==> src/rtl/calib_offset_seq.sv <==
// ADC offset-calibration sequencer: settle, average 2^N samples per channel,
// negate and saturate the averages, then strobe them into the offset registers.
module calib_offset_seq #(
  parameter int DWA  = 14,
  parameter int DWS  = 14,
  parameter int LMAX = 12,
  parameter int SWS  = 16
) (
  input  logic                  clk,
  input  logic                  rstn,
  input  logic                  ctl_start,
  input  logic                  ctl_abort,
  input  logic [SWS-1:0]        cfg_settle,
  input  logic [3:0]            cfg_log2n,
  input  logic signed [DWA-1:0] adc_dat [2],
  input  logic                  adc_vld,
  output logic signed [DWS-1:0] cal_sum [2],
  output logic                  cal_wen,
  output logic                  sts_busy,
  output logic                  sts_done,
  output logic                  sts_sat
);

  typedef enum logic [2:0] {IDLE, SETTLE, ACC, CALC, DONE} state_t;

  localparam int AW = DWA + LMAX;
  localparam int CW = LMAX + 1;
  // Wide enough for -avg (DWA+1 bits) and both DWS saturation limits.
  localparam int WW = DWA + DWS + 2;
  localparam logic signed [WW-1:0] SAT_MAX = {{(WW-DWS+1){1'b0}}, {(DWS-1){1'b1}}};
  localparam logic signed [WW-1:0] SAT_MIN = {{(WW-DWS+1){1'b1}}, {(DWS-1){1'b0}}};
  localparam logic [3:0]           LOG2N_MAX = 4'(LMAX);

  state_t                state, state_nxt;
  logic [SWS-1:0]        settle_len, settle_cnt;
  logic [3:0]            log2n, log2n_clamp;
  logic [CW-1:0]         smp_cnt, smp_target;
  logic signed [AW-1:0]  acc [2];
  logic signed [WW-1:0]  neg [2];
  logic signed [DWS-1:0] off [2];
  logic                  sat_any;
  logic                  start_ok, abort_run, settle_end, last_smp;

  assign abort_run   = ctl_abort && (state != IDLE);
  assign start_ok    = (state == IDLE) && ctl_start && !ctl_abort;
  assign log2n_clamp = (cfg_log2n > LOG2N_MAX) ? LOG2N_MAX : cfg_log2n;
  assign smp_target  = CW'(1) << log2n;
  assign settle_end  = (settle_cnt == settle_len - SWS'(1));
  assign last_smp    = adc_vld && (smp_cnt + CW'(1) == smp_target);

  assign cal_wen  = (state == DONE);
  assign sts_busy = (state != IDLE);

  // NOTE: sequential state uses non-blocking assignments so every register
  // samples pre-edge values regardless of block ordering.
  always_ff @(posedge clk or negedge rstn) begin
    if (!rstn) state <= IDLE;
    else       state <= state_nxt;
  end

  // NOTE: state_nxt gets a default before the case so no path leaves it
  // unassigned, which would otherwise infer a latch.
  always_comb begin
    state_nxt = state;
    unique case (state)
      IDLE:    if (start_ok) state_nxt = (cfg_settle == '0) ? ACC : SETTLE;
      SETTLE:  if (settle_end) state_nxt = ACC;
      ACC:     if (last_smp) state_nxt = CALC;
      CALC:    state_nxt = DONE;
      DONE:    state_nxt = IDLE;
      default: state_nxt = IDLE;
    endcase
    if (abort_run) state_nxt = IDLE;
  end

  // Floor average via arithmetic shift, negate at full width, clamp to DWS.
  always_comb begin
    sat_any = 1'b0;
    for (int i = 0; i < 2; i++) begin
      neg[i] = -WW'(DWA'(acc[i] >>> log2n));
      off[i] = neg[i][DWS-1:0];
      if (neg[i] > SAT_MAX) begin
        off[i]  = SAT_MAX[DWS-1:0];
        sat_any = 1'b1;
      end else if (neg[i] < SAT_MIN) begin
        off[i]  = SAT_MIN[DWS-1:0];
        sat_any = 1'b1;
      end
    end
  end

  // NOTE: the accumulator pair is plain flops, not a RAM, so it takes the
  // asynchronous reset like every other register here.
  always_ff @(posedge clk or negedge rstn) begin
    if (!rstn) begin
      settle_len <= '0;
      settle_cnt <= '0;
      log2n      <= '0;
      smp_cnt    <= '0;
      sts_done   <= 1'b0;
      sts_sat    <= 1'b0;
      for (int i = 0; i < 2; i++) begin
        acc[i]     <= '0;
        cal_sum[i] <= '0;
      end
    end else if (abort_run) begin
      settle_cnt <= '0;
      smp_cnt    <= '0;
      for (int i = 0; i < 2; i++) acc[i] <= '0;
    end else begin
      unique case (state)
        IDLE: begin
          if (start_ok) begin
            settle_len <= cfg_settle;
            log2n      <= log2n_clamp;
            settle_cnt <= '0;
            smp_cnt    <= '0;
            sts_done   <= 1'b0;
            sts_sat    <= 1'b0;
            for (int i = 0; i < 2; i++) acc[i] <= '0;
          end
        end
        SETTLE: settle_cnt <= settle_cnt + SWS'(1);
        ACC: begin
          if (adc_vld) begin
            smp_cnt <= smp_cnt + CW'(1);
            for (int i = 0; i < 2; i++) acc[i] <= acc[i] + AW'(adc_dat[i]);
          end
        end
        // Results land at the edge entering DONE so they are valid with cal_wen.
        CALC: begin
          sts_done <= 1'b1;
          if (sat_any) sts_sat <= 1'b1;
          for (int i = 0; i < 2; i++) cal_sum[i] <= off[i];
        end
        default: ;
      endcase
    end
  end

endmodule

==> config.mk <==
export PLATFORM = sky130hd
export DESIGN_NAME = calib_offset_seq
export DESIGN_NICKNAME = d
export VERILOG_FILES = /design/src/rtl/calib_offset_seq.sv
export SDC_FILE = /design/constraint.sdc
export NUM_CORES = 1
export LEC_CHECK = 0
export BUFFER_PORTS_ARGS = -buffer_cell sky130_fd_sc_hd__buf_4
export CORE_MARGIN = 3
export CORE_UTILIZATION = 35
export CTS_BUF_LIST = sky130_fd_sc_hd__clkbuf_16
export CTS_CLUSTER_SIZE = 10
export DETAILED_ROUTE_END_ITERATION = 10
export PLACE_DENSITY_LB_ADDON = 0.1
export SYNTH_ARGS = -nofsm -noshare
export SYNTH_HDL_FRONTEND = slang
export SYNTH_SLANG_ARGS = --single-unit
==> constraint.sdc <==
create_clock -name clk -period 4.4 [get_ports clk]
set_input_delay 0 -clock clk [delete_from_list [all_inputs] [get_ports clk]]
set_output_delay 0 -clock clk [all_outputs]
set_load 0.05 [all_outputs]
==> impl_metrics.toml <==
[outcome]
status = "complete, no violations"

[global_routing]
gr-usage-all-layers_pct = 19.0
grt_max_degree = 58
grt_pass1_vias = 9871
gr-total-overflow = 0
grt_pass1_wl_mm = 54.7
antenna_found_initial = 0

[clock_tree]
htree_num_levels = 4
cts-root-buf = "clkbuf_16"
ctsLongestPathBuffers = 2
cts.clk_slew.worst_paths_ns = 0.07
clkLatencyLatePin_ns = 0.45
cts.sink_count = 134
cts_tree = "built"
cts_inserted_buffers = 17

[routing]
drt_iter0_markers = 799
firstDrtPassIters = 5
num_vias = 10111
wl_per_cell_microns = 18.0
avgViaCountPerCell = 5.45
drc = 0
ant_nets = 0
drt_wl_total_mm = 33.3

[critical_path]
crit_required_ns = 4.76
critical_path.max_stage_delay_ns = 0.71
ff2ff_setup_slack_ns = 0.37
path_buf_inv = 3
critPathKind = "register to register"
crit_chain = "buf_4 -> mux2_2 -> mux2_2 -> mux4_2 -> a21oi_4 -> o21ai_2 -> nor2_1 -> inv_1 -> ha_1 -> nand2b_1 -> o31ai_2 -> buf_4 -> a21oi_1 -> o21ai_1"
worst-path-max-fanout = 24
crit_path_start_kind = "register"
slowest_stage = "dfrtp_2"
crit_family = "multiplexers"
crit_path_end_kind = "register"
cp.arrival_ns = 4.39

[floorplanning]
die_w_microns = 188
fp.dieH_microns = 188
initial_core_util_pct = 35.7
ios = 85
core_area_sq_um = 32600
die-area_sq_um = 35500
num_rows = 66

[logic_synthesis]
netlist_instances = 1306
synthTopCellsByCount = "nand2_1, dfrtp_1, o21ai_0"
synthFlopType = "dfrtp_1"
synthMostInstantiatedCell = "nand2_1"
synth_top_area_share_pct = 28.8
yosys.area.top_type = "dfrtp_1"
synth_cell_types = 84
synth_nets = 1418
synth_edf_count = 0
ys_ff_latch = 134
avgSynthCellArea_sq_um = 8.91
syn_area_sq_um = 11600
async_reset_ff_share_pct = 100
yosysWarnings = 0
yosysSeqAreaShare_pct = 28.8
synthTopCellsByArea = "dfrtp_1, mux4_2, ha_1"

[power]
power.switching_w = 0.00373
power_frac_comb_pct = 55.8
powerDensity_nw_per_um2 = 594
clock_power_share_pct = 21.3
power.internal_w = 0.00446
leakage_nw = 6.08
seqPwrFrac_pct = 22.9
peakVddDrop_uv = 321
swShare_pct = 45.6

[sta]
relSlewSlack_pct = 33.9
maxSlewViolCount = 0
setup_viol = 0
min_period_ns = 4.03
fmax_mhz = 248
rsz0062_at_grt = "no"
tightest_slew_ns = 0.985
skew_ns = 0.0137
post-route-period-util_pct = 91.6
fin_setup_tns_ns = 0
whs_ns = 0.0177
hold_viol = 0

[cells_and_area]
final_util_pct = 42.2
drive_above_1_share_pct = 18.0
nets = 1513
fillerInstances = 3276
finalNonFillerCells = 1856
area_delta_synth_final_pct = 18.4
multi_input_area_sq_um = 7870
regArea_sq_um = 3360
antenna_cells = 0

[place]
dp_hpwl_mm = 24.4
port_buffers = 84
post-place-cells = 1793
place_congestion = 0.832

[worst_hold_path]
hp-class = "primary input to asynchronous set/reset pin"

[flow_run]
max-cap-violations = 0
[cell type report]
cell class / count / share of cell area, %
Tap cell: 442 / 4.01
Timing Repair Buffer: 144 / 8.56
Clock inverter: 15 / 2.00
Inverter: 32 / 0.872
Clock buffer: 17 / 3.09
Sequential cell: 134 / 24.4
Multi-Input combinational cell: 1072 / 57.1
[registers in the layout (all words and copies together), names as in the netlist]
signal and flops:
smp_cnt 13, settle_cnt 16, settle_len 16, state 3, log2n 4, acc 52, sts_sat 1, sts_done 1
cal_sum 28
[path summary, 6_finish.rpt]
check,from,endpoint,cells after the start
worst max-delay path,log2n[1]$_DFFE_PN0P_,cal_sum[11]$_DFFE_PN0P_,14
worst min-delay path,rstn,settle_len[1]$_DFFE_PN0P_,2
worst max register to register,log2n[1]$_DFFE_PN0P_,cal_sum[11]$_DFFE_PN0P_,14
worst min register to register,sts_done$_DFFE_PN0P_,sts_done$_DFFE_PN0P_,2
max in group asynchronous,rstn,log2n[0]$_DFFE_PN0P_,3
min in group clk,adc_dat[7],acc[7]$_DFFE_PN0P_,4
[power by group through the flow]
stage	logic (W)	clock network (W)	registers [W]
2_1_floorplan	0.00318	0	0.00214
3_3_place_gp	0.00448	0	0.00191
3_5_place_dp	0.00451	0	0.00192
4_1_cts	0.00455	0.00178	0.00190
5_1_grt	0.00504	0.00182	0.00194
6_report	0.00457	0.00174	0.00188
[cells in the final DEF, fill, tap and decap left out, drive strengths merged, types with 43 or more instances in the layout]
cell / synthesis / routed
buf: 24 / 114
dfrtp: 134 / 134
ha: 57 / 57
o21ai: 138 / 138
xor2: 43 / 43
nand2: 179 / 179
nor2: 83 / 83
mux4: 46 / 46
xnor2: 53 / 53
a21oi: 74 / 74
[cell families (layout without fill, tap and decap cells)]
family | after synthesis | after routing | share of synthesized area [%]
AO/OA/AOI/OAI | 362 | 362 | 19.9
multiplexers | 113 | 113 | 15.4
buffers and inverters | 100 | 208 | 3.87
flip-flops | 134 | 134 | 28.8
XOR/XNOR | 96 | 96 | 7.22
AND/OR/NAND/NOR | 442 | 442 | 18.3
adder cells (fa/ha/maj) | 59 | 59 | 6.47
[worst reg2reg max path, delay by kind of cell, from the launching register on]
family | cells | cell delay, ns
AO/OA/AOI/OAI | 5 | 0.76
adder cells (fa/ha/maj) | 1 | 0.29
buffers and inverters | 3 | 0.63
flip-flops | 1 | 0.71
multiplexers | 3 | 1.16
AND/OR/NAND/NOR | 2 | 0.40
[per-stage QoR]
step	cell area, sq um	setup slack [ns]	power, W
after global placement	12800	0.174	0.00639
after detailed placement	12800	0.131	0.00642
final	13800	0.371	0.00818
after CTS	13800	0.111	0.00822
after floorplan	11600	0.708	0.00532
after global routing	13800	0.0456	0.00881
[repair_timing]
action | in CTS | in global routing
endpoints found under the setup margin | 0 | 14
gates resized for setup | 0 | 1
setup buffers | 0 | 1
endpoints found under the hold margin | 60 | 0
hold buffers | 30 | 0
[routing by layer]
metal | GRT usage [%] | vias up | wire length, microns
met5 | 0 | - | 0
met4 | 4.87 | 0 | 548
met3 | 3.00 | 34 | 1150
met2 | 27.7 | 180 | 14000
met1 | 29.2 | 4869 | 17600
li1 | - | 5028 | -
Power figures use the tool's default switching activity.
